File: src/rtl/traffic_pkg.sv
// Shared types and defaults for the intersection controller's light-sensing path.
package traffic_pkg;
    typedef enum logic [1:0] {
        DAY        = 2'd0,
        DAY_PEND   = 2'd1,
        NIGHT      = 2'd2,
        NIGHT_PEND = 2'd3
    } night_state_t;

    localparam int LIGHT_W          = 10;
    localparam int NIGHT_ON_TH_DEF  = 800;
    localparam int NIGHT_OFF_TH_DEF = 760;
endpackage

File: src/rtl/moving_avg_buf.sv
// Circular sample buffer with running sum; emits a truncated average one cycle
// after each sample once the buffer has filled.
module moving_avg_buf #(
    parameter int DATA_W   = 10,
    parameter int AVG_LOG2 = 3
) (
    input  logic              clk,
    input  logic              rstn,
    input  logic              clr,
    input  logic              sample_valid,
    input  logic [DATA_W-1:0] sample,
    output logic [DATA_W-1:0] avg_out,
    output logic              avg_valid
);
    localparam int SUM_W = DATA_W + AVG_LOG2;
    localparam int DEPTH = 1 << AVG_LOG2;
    localparam logic [AVG_LOG2:0] FULL = {1'b1, {AVG_LOG2{1'b0}}};

    logic [DATA_W-1:0]   mem [DEPTH];
    logic [AVG_LOG2-1:0] wr_ptr;
    logic [AVG_LOG2:0]   fill_cnt;
    logic [SUM_W-1:0]    sum;
    logic                upd;
    logic                full;
    logic [DATA_W-1:0]   old;

    assign full = (fill_cnt == FULL);
    assign old  = full ? mem[wr_ptr] : '0;

    // Contents are don't-care after clear: fill_cnt masks stale entries.
    always_ff @(posedge clk) begin
        if (sample_valid)
            mem[wr_ptr] <= sample;
    end

    always_ff @(posedge clk) begin
        if (!rstn || clr) begin
            wr_ptr    <= '0;
            fill_cnt  <= '0;
            sum       <= '0;
            upd       <= 1'b0;
            avg_out   <= '0;
            avg_valid <= 1'b0;
        end else begin
            // upd marks that sum holds a fully-warmed total for the next edge.
            upd       <= sample_valid && (full || fill_cnt == FULL - 1'b1);
            avg_valid <= upd;
            if (upd)
                avg_out <= sum[SUM_W-1:AVG_LOG2];
            if (sample_valid) begin
                wr_ptr <= wr_ptr + 1'b1;
                sum    <= sum + SUM_W'(sample) - SUM_W'(old);
                if (!full)
                    fill_cnt <= fill_cnt + 1'b1;
            end
        end
    end
endmodule

File: src/rtl/light_night_detector.sv
// Day/night decision from averaged light samples with hysteresis and dwell.
// Optional SENSOR_TIMEOUT_EN adds a no-sample watchdog that fails safe to DAY.
module light_night_detector
    import traffic_pkg::*;
#(
    parameter int DATA_W       = LIGHT_W,
    parameter int AVG_LOG2     = 3,
    parameter int NIGHT_ON_TH  = NIGHT_ON_TH_DEF,
    parameter int NIGHT_OFF_TH = NIGHT_OFF_TH_DEF,
    parameter int DWELL        = 10,
    parameter int TIMEOUT_CYC  = 100000000
) (
    input  logic              clk,
    input  logic              rstn,
    input  logic              enable,
    input  logic              sample_valid,
    input  logic [DATA_W-1:0] sample,
    output logic [DATA_W-1:0] avg_out,
    output logic              avg_valid,
    output logic              isnight,
    output logic              sensor_fault
);
    localparam int DW_W = (DWELL > 1) ? $clog2(DWELL + 1) : 1;
    localparam logic [DW_W-1:0]   DWELL_V = DW_W'(DWELL);
    localparam logic [DATA_W-1:0] ON_TH   = DATA_W'(NIGHT_ON_TH);
    localparam logic [DATA_W-1:0] OFF_TH  = DATA_W'(NIGHT_OFF_TH);

    night_state_t    state;
    logic [DW_W-1:0] dwell_cnt;
    logic            timeout_hit;

`ifdef SENSOR_TIMEOUT_EN
    localparam int TO_W = $clog2(TIMEOUT_CYC + 1);
    logic [TO_W-1:0] to_cnt;

    assign timeout_hit = !sensor_fault && !sample_valid && (to_cnt == TO_W'(TIMEOUT_CYC - 1));

    always_ff @(posedge clk) begin
        if (!rstn || !enable) begin
            to_cnt       <= '0;
            sensor_fault <= 1'b0;
        end else if (sample_valid) begin
            to_cnt       <= '0;
            sensor_fault <= 1'b0;
        end else if (!sensor_fault) begin
            to_cnt <= to_cnt + 1'b1;
            if (timeout_hit)
                sensor_fault <= 1'b1;
        end
    end
`else
    assign timeout_hit  = 1'b0;
    // Watchdog absent: the timeout parameter only matters in the other build.
    assign sensor_fault = (TIMEOUT_CYC < 0);
`endif

    moving_avg_buf #(.DATA_W(DATA_W), .AVG_LOG2(AVG_LOG2)) u_avg (
        .clk          (clk),
        .rstn         (rstn),
        .clr          (!enable || timeout_hit),
        .sample_valid (sample_valid),
        .sample       (sample),
        .avg_out      (avg_out),
        .avg_valid    (avg_valid)
    );

    always_ff @(posedge clk) begin
        if (!rstn || !enable || timeout_hit) begin
            state     <= DAY;
            dwell_cnt <= '0;
            isnight   <= 1'b0;
        end else if (avg_valid) begin
            case (state)
                DAY: if (avg_out >= ON_TH) begin
                    if (DWELL == 1) begin
                        state   <= NIGHT;
                        isnight <= 1'b1;
                    end else begin
                        state     <= DAY_PEND;
                        dwell_cnt <= DW_W'(1);
                    end
                end
                DAY_PEND: if (avg_out >= ON_TH) begin
                    if (dwell_cnt + DW_W'(1) == DWELL_V) begin
                        state     <= NIGHT;
                        isnight   <= 1'b1;
                        dwell_cnt <= '0;
                    end else begin
                        dwell_cnt <= dwell_cnt + DW_W'(1);
                    end
                end else begin
                    state     <= DAY;
                    dwell_cnt <= '0;
                end
                NIGHT: if (avg_out < OFF_TH) begin
                    if (DWELL == 1) begin
                        state   <= DAY;
                        isnight <= 1'b0;
                    end else begin
                        state     <= NIGHT_PEND;
                        dwell_cnt <= DW_W'(1);
                    end
                end
                NIGHT_PEND: if (avg_out < OFF_TH) begin
                    if (dwell_cnt + DW_W'(1) == DWELL_V) begin
                        state     <= DAY;
                        isnight   <= 1'b0;
                        dwell_cnt <= '0;
                    end else begin
                        dwell_cnt <= dwell_cnt + DW_W'(1);
                    end
                end else begin
                    state     <= NIGHT;
                    dwell_cnt <= '0;
                end
                default: state <= DAY;
            endcase
        end
    end
endmodule
File: config.mk
export PLATFORM = sky130hd
export DESIGN_NAME = light_night_detector
export DESIGN_NICKNAME = d
export VERILOG_FILES = /design/src/rtl/traffic_pkg.sv /design/src/rtl/moving_avg_buf.sv /design/src/rtl/light_night_detector.sv
export SDC_FILE = /design/constraint.sdc
export NUM_CORES = 1
export LEC_CHECK = 0
export CAP_MARGIN = 20
export CORE_ASPECT_RATIO = 0.6
export CORE_MARGIN = 3
export CORE_UTILIZATION = 50
export CTS_CLUSTER_SIZE = 24
export DETAILED_ROUTE_END_ITERATION = 7
export DONT_BUFFER_PORTS = 1
export GPL_TIMING_DRIVEN = 0
export PLACE_DENSITY = 0.64
export SYNTH_ARGS = -nofsm -noshare
export SYNTH_HDL_FRONTEND = slang
export SYNTH_HIERARCHICAL = 1
export SYNTH_SLANG_ARGS = --single-unit
File: constraint.sdc
create_clock -name clk -period 5.62 [get_ports clk]
set_clock_uncertainty 0.2 [all_clocks]
set_input_delay 1.405 -clock clk [delete_from_list [all_inputs] [get_ports clk]]
set_output_delay 1.405 -clock clk [all_outputs]
set_load 0.1 [all_outputs]
==> results.yml <==
synthesis:
  synth.cell_area_mm2: 0.00567
  ys_seq_area_frac: 0.572
  synth.top_cell.area_share: 0.424
  biggest_area_contributors_in_the_synthesized_netlist: "sky130_fd_sc_hd__edfxtp_1 42%, sky130_fd_sc_hd__dfxtp_1 15%, sky130_fd_sc_hd__mux4_2 7.9%"
  synth_area_leader_cell: "sky130_fd_sc_hd__edfxtp_1"
  postSynthAreaPerCell_um2: 12.8
  postSynthRegisterBits: 122
  synth_fp_nets: 484
  yosys_warnings: 6
  synthDistinctLibCells: 53
  netlist_instances: 442
drt:
  postRouteAntennaNets: 0
  route.vias.total: 3518
  detail_route.wl_per_cell_um: 19.0
  drt-total-wl_mm: 11.8
  drt-initial-drc-count: 201
  drt-vias-per-instance: 5.67
  drtPass1Iterations: 5
  total_drc_errors_in_the_routed_layout: 0
placement:
  detailed_place_hpwl_mm: 8.29
  dpl_worst_slack_ns: 1.69
  port_buffers: 0
  place_congestion: 0.849
  placed_cell_area_mm2: 0.00587
flow_run:
  drv_cap: 0
worst_setup_path:
  endpoint_kind: "flop"
  timing.critical_path.cells: "clkbuf_1 -> mux4_2 -> mux2i_1 -> nor2_1 -> fa_1 -> fa_1 -> nand2b_1 -> a21oi_2 -> o21ai_0 -> and4_1 -> o21ai_0 -> o31ai_1"
  critical_path.startpoint_type: "flop"
  timing.critical_path.slowest_stage_cell: "sky130_fd_sc_hd__clkbuf_1"
  cp.required_ns: 5.71
  crit_path_max_fanout: 10
  cp_slowest_stage_delay_ns: 0.61
  timing_worst_setup_path_type: "reg2reg"
  cp_data_arrival_time_ns: 4.08
floorplan:
  fp-row-count: 29
  area_enclosed_by_the_die_boundary_mm2: 0.0127
  core-area_mm2: 0.0108
  initial_core_utilization: 0.524
  boundaryPins: 27
  chipHeight_um: 88.5
  die_width_um: 143
grt:
  grt.overflow.total: 0
  antenna_found_initial: 0
  pin_count_of_the_biggest_net_entering_global_routing: 17
  wire_length_of_the_first_global_routing_pass_mm: 18.4
  grt_usage: 0.199
  grt_pass1_vias: 3347
sta:
  final.setup.tns_ns: 0
  setup_repair_after_global_routing_missed_its_margin: "false"
  final-max-slew-violation-count: 0
  timing_worst_slew_pin_value_ns: 1.10
  final.period_utilization: 0.710
  final_critical_path_setup_slack_ns: 1.63
  fmax_mhz: 251
  maxSlewHeadroom: 0.264
  hold_viol_final: 0
  report.final.setup_viol: 0
  period_needed_ns: 3.99
clock_network:
  clockBufferDepth: 2
  cts-root-buf: "sky130_fd_sc_hd__clkbuf_16"
  clock_latency_at_the_later_pin_of_the_worst_skew_pair_ns: 0.41
  postCtsSetupRepairBufs: 0
  clkTransAtPathRegs_ns: 0.06
  cts_sinks: 122
  postCtsHoldBufs: 0
  cts_made_buffers: 17
  post_cts_resized: 0
  cts_tree: "yes"
  htreeDepth: 4
finish:
  nets: 511
  fin_util: 0.601
  layout.filler_cells: 839
  drive_gt1_frac: 0.149
  insertedDiodeCount: 0
  area_delta_synth_final_pct: 14.7
  final_cell_area_mm2: 0.00650
pwr:
  ir_worst_vdd_v: 0.000217
  total_leakage_power_uw: 0.00227
  power_uw: 2230
  cellPowerDensity_mw_per_mm2: 343
worst_hold_path:
  hold_class: "reg2reg"
run_status:
  run_status: "finished, final reports clean"
[final cells by class]
class,count,area [um2],area share
plain buffers,14,61.3,0.00943
clock buffers,20,437,0.0672
clock inverters,12,126,0.0194
inverters,48,180,0.0277
multi-input cells,258,2190,0.337
flip-flops and latches,122,3240,0.499
well taps,139,174,0.0268
repair buffers,8,87.6,0.0135
[layout by cell type, fill, tap and decap left out, drive strengths merged, types with 6 or more instances in the layout]
cell type / instances
a21oi: 18
buf: 17
clkbuf: 25
clkinv: 7
dfxtp: 42
edfxtp: 80
fa: 10
ha: 18
inv: 48
mux2i: 25
mux4: 20
nand2: 25
nand2b: 9
nor2: 50
o21ai: 15
or3: 6
xnor2: 12
[through the flow]
step	hold slack, ns	std cells
6_report	0.274	621
2_1_floorplan	0.238	442
4_1_cts	0.277	615
5_1_grt	0.296	621
3_5_place_dp	0.265	583
3_3_place_gp	0.258	581
[layer usage]
metal	global-route usage	vias up	routed length, um
li1	-	1647	-
met1	0.300	1763	5900
met2	0.284	101	5150
met3	0.0540	7	652
met4	0.0564	0	79
met5	0	-	0
[synth_stat cells, drive strengths merged]
master,instances
edfxtp,80
nor2,50
inv,48
dfxtp,42
mux2i,25
nand2,25
mux4,20
a21oi,18
ha,18
o21ai,15
xnor2,12
fa,10
buf,9
nand2b,9
or3,6
clkbuf,5
nand3,5
nor3,4
a211oi,3
a21o,3
nand3b,3
nand4,3
o31ai,3
xor2,3
a221oi,2
a311oi,2
o211ai,2
o31a,2
a2111o,1
a211o,1
a31oi,1
and2,1
and3,1
and4,1
conb,1
nor2b,1
nor4bb,1
o2111a,1
o211a,1
o21a,1
o21bai,1
o221ai,1
or2,1
[power by group]
| part | internal (uW) | leakage, uW | switching, uW |
|---|---|---|---|
| sequential | 973 | 0.00107 | 9.03 |
| combinational | 92.0 | 0.000941 | 124 |
| clock | 649 | 0.000265 | 381 |
[cells by family (layout without fill, tap and decap cells)]
group	after synthesis	in the layout	synth area share
AOI/OAI and AO/OA	58	58	0.0720
adders and majority gates	28	28	0.0751
and+or+nand+nor	111	111	0.0905
xor gates and xnor gates	15	15	0.0232
muxes	45	45	0.124
DFF	122	122	0.572
other	1	1	0.000662
buffers and inverters	62	102	0.0426
[worst max-delay path: cells and delay by family (launching register included)]
family          cells  cell delay [ns]
compound gates      4             0.59
buf+inv             1             0.61
simple gates        3             0.54
mux                 2             0.62
fa+ha+maj           2             0.98
flops               1             0.34
[registers in the layout, summed over array words and instances, names as in the netlist, named ones only]
name and count:
state 2, dwell_cnt 4, u_avg/mem 80, u_avg/avg_out 10
u_avg/fill_cnt 4, u_avg/upd 1, u_avg/sum 13, isnight 1
u_avg/avg_valid 1, u_avg/wr_ptr 3
[path summary, 6_finish.rpt]
kind	startpoint	endpoint	slack (ns)	cells past startpoint
worst max-delay path	flop	u_avg/sum[12]	1.63	12
worst min-delay path	u_avg/sum[9]	u_avg/sum[9]	0.27	2
worst max register to register	flop	u_avg/sum[12]	1.63	12
worst min register to register	u_avg/sum[9]	u_avg/sum[9]	0.27	2
Power figures use the tool's default switching activity.
